$ cat config.mk
export PLATFORM = sky130hd
export DESIGN_NAME = ysyx_exu_csr_ctrl
export DESIGN_NICKNAME = d
export VERILOG_FILES = /design/src/rtl/ysyx_exu_csr_ctrl.sv
export SDC_FILE = /design/constraint.sdc
export NUM_CORES = 1
export LEC_CHECK = 0
export ABC_AREA = 1
export CAP_MARGIN = 15
export CORE_UTILIZATION = 42
export DETAILED_ROUTE_END_ITERATION = 10
export PLACE_DENSITY = 0.78
export SLEW_MARGIN = 30
export SYNTH_ARGS = -nofsm -noshare
export SYNTH_HDL_FRONTEND = slang
export SYNTH_SLANG_ARGS = --single-unit
$ cat constraint.sdc
create_clock -name clk -period 1.5 [get_ports clk]
set_input_delay 0.225 -clock clk [delete_from_list [all_inputs] [get_ports clk]]
set_output_delay 0.225 -clock clk [all_outputs]
set_load 0.02 [all_outputs]
$ cat src/rtl/ysyx_exu_csr_ctrl.sv
// Purpose: sequences CSRRW/CSRRS/CSRRC/ECALL/MRET through a read-modify-write of the CSR file.
// Latency: accept-to-out_valid is 3 cycles for CSR ops and MRET, 2 for ECALL and 1 for reserved ops.
// Backpressure: one op in flight; in_ready only in IDLE; RESP holds until out_ready.
module ysyx_exu_csr_ctrl #(
  parameter int BIT_W = 32,
  parameter int R_W   = 12
) (
  input  logic             clk,
  input  logic             rst,
  input  logic             in_valid,
  output logic             in_ready,
  input  logic [2:0]       op,
  input  logic [R_W-1:0]   csr_addr,
  input  logic [BIT_W-1:0] src,
  input  logic [BIT_W-1:0] pc,
  output logic             out_valid,
  input  logic             out_ready,
  output logic [BIT_W-1:0] rd_data,
  output logic             redirect,
  output logic [BIT_W-1:0] npc,
  output logic             csr_exu_valid,
  output logic             csr_wen,
  output logic             csr_ecallen,
  output logic [R_W-1:0]   csr_waddr,
  output logic [R_W-1:0]   csr_waddr_add1,
  output logic [BIT_W-1:0] csr_wdata,
  output logic [BIT_W-1:0] csr_wdata_add1,
  input  logic [BIT_W-1:0] csr_rdata,
  input  logic [BIT_W-1:0] csr_mtvec,
  input  logic [BIT_W-1:0] csr_mepc
);

  localparam logic [2:0] OP_CSRRW = 3'd0;
  localparam logic [2:0] OP_CSRRS = 3'd1;
  localparam logic [2:0] OP_CSRRC = 3'd2;
  localparam logic [2:0] OP_ECALL = 3'd3;
  localparam logic [2:0] OP_MRET  = 3'd4;

  localparam logic [R_W-1:0] ADDR_MSTATUS = R_W'(12'h300);
  localparam logic [R_W-1:0] ADDR_MEPC    = R_W'(12'h341);
  localparam logic [R_W-1:0] ADDR_MCAUSE  = R_W'(12'h342);

  // Machine-mode environment call from M-mode
  localparam logic [BIT_W-1:0] CAUSE_ECALL_M = BIT_W'(11);

  typedef enum logic [1:0] {
    S_IDLE  = 2'd0,
    S_READ  = 2'd1,
    S_WRITE = 2'd2,
    S_RESP  = 2'd3
  } state_e;

  state_e           state_q, state_d;
  logic [2:0]       op_q, op_d;
  logic [R_W-1:0]   addr_q, addr_d;
  logic [BIT_W-1:0] src_q, src_d;
  logic [BIT_W-1:0] pc_q, pc_d;
  logic [BIT_W-1:0] old_q, old_d;
  logic [BIT_W-1:0] rd_data_q, rd_data_d;
  logic [BIT_W-1:0] npc_q, npc_d;
  logic             redirect_q, redirect_d;

  logic [BIT_W-1:0] mstatus_new;

  // MRET restores MIE from MPIE and sets MPIE
  always_comb begin
    mstatus_new    = old_q;
    mstatus_new[3] = old_q[7];
    mstatus_new[7] = 1'b1;
  end

  // State register and operation/response holding registers
  always_ff @(posedge clk or negedge rst) begin
    if (!rst) begin
      state_q    <= S_IDLE;
      op_q       <= 3'd0;
      addr_q     <= '0;
      src_q      <= '0;
      pc_q       <= '0;
      old_q      <= '0;
      rd_data_q  <= '0;
      npc_q      <= '0;
      redirect_q <= 1'b0;
    end else begin
      state_q    <= state_d;
      op_q       <= op_d;
      addr_q     <= addr_d;
      src_q      <= src_d;
      pc_q       <= pc_d;
      old_q      <= old_d;
      rd_data_q  <= rd_data_d;
      npc_q      <= npc_d;
      redirect_q <= redirect_d;
    end
  end

  // Next-state: latch op on accept, capture old value in READ, build response in WRITE
  always_comb begin
    state_d    = state_q;
    op_d       = op_q;
    addr_d     = addr_q;
    src_d      = src_q;
    pc_d       = pc_q;
    old_d      = old_q;
    rd_data_d  = rd_data_q;
    npc_d      = npc_q;
    redirect_d = redirect_q;
    case (state_q)
      S_IDLE: begin
        if (in_valid) begin
          op_d       = op;
          addr_d     = csr_addr;
          src_d      = src;
          pc_d       = pc;
          rd_data_d  = '0;
          npc_d      = '0;
          redirect_d = 1'b0;
          case (op)
            OP_CSRRW, OP_CSRRS, OP_CSRRC, OP_MRET: state_d = S_READ;
            OP_ECALL:                              state_d = S_WRITE;
            default:                               state_d = S_RESP;
          endcase
        end
      end
      S_READ: begin
        old_d = csr_rdata;
        // mepc is the return target; take it while the read is in progress
        if (op_q == OP_MRET) npc_d = csr_mepc;
        state_d = S_WRITE;
      end
      S_WRITE: begin
        case (op_q)
          OP_ECALL: begin
            npc_d      = csr_mtvec;
            redirect_d = 1'b1;
          end
          OP_MRET: redirect_d = 1'b1;
          default: rd_data_d = old_q;
        endcase
        state_d = S_RESP;
      end
      S_RESP: begin
        if (out_ready) state_d = S_IDLE;
      end
      default: state_d = S_IDLE;
    endcase
  end

  // Handshake and CSR-file strobes, decoded from the current state only
  always_comb begin
    in_ready       = (state_q == S_IDLE);
    out_valid      = (state_q == S_RESP);
    rd_data        = rd_data_q;
    npc            = npc_q;
    redirect       = redirect_q & (state_q == S_RESP);
    csr_exu_valid  = 1'b0;
    csr_wen        = 1'b0;
    csr_ecallen    = 1'b0;
    csr_waddr      = '0;
    csr_waddr_add1 = '0;
    csr_wdata      = '0;
    csr_wdata_add1 = '0;
    case (state_q)
      S_READ: begin
        csr_waddr = (op_q == OP_MRET) ? ADDR_MSTATUS : addr_q;
      end
      S_WRITE: begin
        case (op_q)
          OP_CSRRW: begin
            csr_exu_valid = 1'b1;
            csr_wen       = 1'b1;
            csr_waddr     = addr_q;
            csr_wdata     = src_q;
          end
          OP_CSRRS: begin
            csr_exu_valid = 1'b1;
            csr_wen       = |src_q;
            csr_waddr     = addr_q;
            csr_wdata     = old_q | src_q;
          end
          OP_CSRRC: begin
            csr_exu_valid = 1'b1;
            csr_wen       = |src_q;
            csr_waddr     = addr_q;
            csr_wdata     = old_q & ~src_q;
          end
          OP_ECALL: begin
            csr_exu_valid  = 1'b1;
            csr_wen        = 1'b1;
            csr_ecallen    = 1'b1;
            csr_waddr      = ADDR_MEPC;
            csr_wdata      = pc_q;
            csr_waddr_add1 = ADDR_MCAUSE;
            csr_wdata_add1 = CAUSE_ECALL_M;
          end
          OP_MRET: begin
            csr_exu_valid = 1'b1;
            csr_wen       = 1'b1;
            csr_waddr     = ADDR_MSTATUS;
            csr_wdata     = mstatus_new;
          end
          default: begin
            csr_exu_valid = 1'b0;
          end
        endcase
      end
      default: begin
        csr_waddr = '0;
      end
    endcase
  end

endmodule

==> impl_results.md <==
* Leading post-synthesis cells by cell area: dfrtp_1 (46%), nand2_1 (13%), nor2_1 (5.7%), nand3_1 (5.1%), mux2_2 (4.2%)
* Reg-to-Reg Start: state_q[1]$_DFFE_PN0P_
* Number of library cell types mapped by synthesis at 25
* Cell chain of the critical path: nor2_4, buf_6, buf_12, nand3_1, nand2_1, nor2_2, a21oi_4, buf_6
* Most instantiated library cell after synthesis: nand2_1
* Core area at 22100 um^2
* Final #Nets at 1905
* Worst reg-to-reg path cell count at 10
* Number of maximum-capacitance violations at 0
* Part of the Yosys area used for sequential elements at 0.464
* Latest clock arrival within the worst-skew pair at 0.45 ns
* TritonCTS clock tree: yes
* Number of instances in the synthesized netlist at 1248
* Routability cong. at 0.860
* DRT Wirelength at 42500 um
* Final period utilization at 1.51
* Count of flip-flops with a built-in enable after synthesis at 0
* Avg Vias per Cell at 5.57
* Global routing usage summed across all routing layers at 0.304
* Worst vdd rail ir drop at 0.00104 V
* Count of yosys warnings during synthesis at 0
* Nature of the critical path endpoint: primary output
* Synth-to-Final Area Change at 83.5%
* RSZ-0062 raised after global routing: yes
* Leading area contributor after synthesis: dfrtp_1
* Most instantiated flip-flop cell in the synthesis netlist: dfrtp_1
* Power density over cell area at 2230 nW/um^2
* Capturing point of the worst reg2reg path: addr_q[7]$_DFFE_PN0P_
* Clock-pin slew of the registers on the worst-case setup and hold paths at 0.08 ns
* Clock root buffer: clkbuf_16
* Power Total at 39.2 mW
* Min Clock Period, post-route at 2.27 ns
* DRC violation count after routing at 0
* Setup CP Type: flip-flop to primary output
* Count of input and output buffers at 299
* Total half-perimeter wirelength after legalization and detailed placement at 23700 um
* First-pass GRT wire length at 55900 um
* Path class of the lowest-slack min-delay path: input port to async pin
* Total via count after detailed routing at 11200
* List of most frequent post-synthesis cells: nand2_1 (343), dfrtp_1 (178), nor2_1 (145)
* Clock sink count at 178
* Syn avg cell area at 7.69 um^2
* CP dominant cell by count: buf_6
* Horizontal die dimension at 153 um
* Area share of the leading cell type in the synthesized netlist at 0.464
* Cell with the largest stage delay on the worst path: dfrtp_2
* Worst Setup Slack, final at -0.765 ns
* Pin count of the biggest net entering global routing at 48
* I/O pin count at 337
* Run status: finished, violations left
* Site Rows at 54
* WL/cell at 21.1 um
* Hold Fails Final Rpt at 0
* Async set-or-reset flop fraction in the synthesized netlist at 1.00
* Slew Viols, Final at 0
* Height of the die at 153 um
* Total negative setup slack at -73.10 ns
* Type of origin of the critical path: flip-flop
* Die Area at 23500 um^2
* Number of setup violations in the final report at 203
* Share of cells above drive strength 1 at 0.371
* Maximum clock path buffer count at 2
* Initial detailed-routing violation count at 1055
* Number of levels the H-tree was split into at 4
* CP Data Required Time at 1.27 ns
* Setup slack of the worst register-to-register path at -0.39 ns
* Vias in the first global route at 10500
* Biggest fanout along the worst timing path at 7
* Fmax at 441 MHz
* CP arrival at 2.04 ns
* Initial cell density of the core at 0.434
* Register bit total from synthesis at 178
* Max stage delay on crit path at 0.52 ns
* Worst clock skew at 0.0192 ns
* Initial antenna violation count at 2
* Count of nets left with antenna violations after detail routing at 0
* Violated checks: setup timing
* DRT Pass-1 Iters at 6
* Synthesized area at 9590 um^2
* Inserted Clock Buffers at 17
* Leakage dissipation at 9.04 nW
* Overflow after GRT at 0
kinds of logic after synthesis:
kind of cell / Yosys count / synth area share
compound gates: 216 / 0.125
fa+ha+maj: 5 / 0.00652
buf+inv: 212 / 0.107
flops: 178 / 0.464
mux: 36 / 0.0423
other cells: 1 / 0.000391
simple gates: 600 / 0.254
per-layer routing:
layer | vias to the layer above | global-route usage | routed length (um)
met5 | - | 0 | 0
met1 | 5383 | 0.362 | 15400
met3 | 177 | 0.0635 | 3960
met4 | 0 | 0.117 | 2330
li1 | 4902 | - | -
met2 | 762 | 0.535 | 20800
worst max-delay path, delay by kind of cell, from the launching register on:
kind            cells  cell delay (ns)
buf+inv             3             0.42
simple gates        4             0.51
flops               1             0.52
compound gates      1             0.14
registers in the layout (all words and copies together) (netlist names):
name        cells
src_q          32
state_q         2
rd_data        32
pc_q           32
addr_q         12
redirect_q      1
npc            32
old_q          32
op_q            3
layout make-up:
class,count,area (um^2)
timing repair buffer,537,5990
tap,280,350
inverter,92,369
sequential,178,4460
antenna,2,5.00
fill,1281,4490
clock inverter,15,210
clock buffer,17,425
multi-input combinational,895,5790
metrics by stage:
step	util	area [um^2]	instances	setup WS, ns	hold WS, ns
3_5_place_dp	0.647	14300	1918	-0.659	0.214
5_1_grt	0.797	17600	2016	-0.769	0.315
6_report	0.797	17600	2016	-0.765	0.284
3_3_place_gp	0.647	14300	1918	-0.633	0.202
4_1_cts	0.716	15800	1979	-0.648	0.295
2_1_floorplan	-	10100	1284	-0.0880	-0.0706
layout by cell type, fill, tap and decap left out, types with 37 or more instances in the layout:
cell type / count
nand2_2: 46
nand3_1: 91
nand2_1: 267
nor2_1: 68
conb_1: 37
clkdlybuf4s50_1: 177
a21oi_2: 42
nor2_4: 49
o21ai_1: 44
buf_6: 83
dfrtp_1: 175
buf_4: 139
dlymetal6s2s_1: 56
inv_1: 78
power by group:
part | switching, mW | internal [mW] | total (mW) | leakage, nW
Combinational | 13.8 | 12.0 | 25.8 | 6.56
Clock | 2.34 | 2.58 | 4.92 | 0.306
Sequential | 1.62 | 6.90 | 8.52 | 2.18
Total | 17.7 | 21.5 | 39.2 | 9.04
how the worst max path moves through the flow:
stage | start | end | slack [ns]
finish | op_q[2]$_DFFE_PN0P_ | csr_wdata[14] | -0.77
global route | op_q[1]$_DFFE_PN0P_ | csr_wdata[14] | -0.77
CTS | op_q[1]$_DFFE_PN0P_ | csr_wdata[4] | -0.65
detailed placement | state_q[1]$_DFFE_PN0P_ | csr_waddr[10] | -0.66
global placement | op_q[1]$_DFFE_PN0P_ | csr_wdata[7] | -0.63
floorplan | state_q[0]$_DFFE_PN0P_ | csr_waddr[8] | -0.09
timing repair:
item,CTS,global route
hold buffers,1,0
pin swaps,24,58
setup endpoints to repair,299,282
resized for setup,478,381
setup buffers,21,29
gates cloned,9,16
endpoints found under the hold margin,41,0
Power figures use the tool's default switching activity.
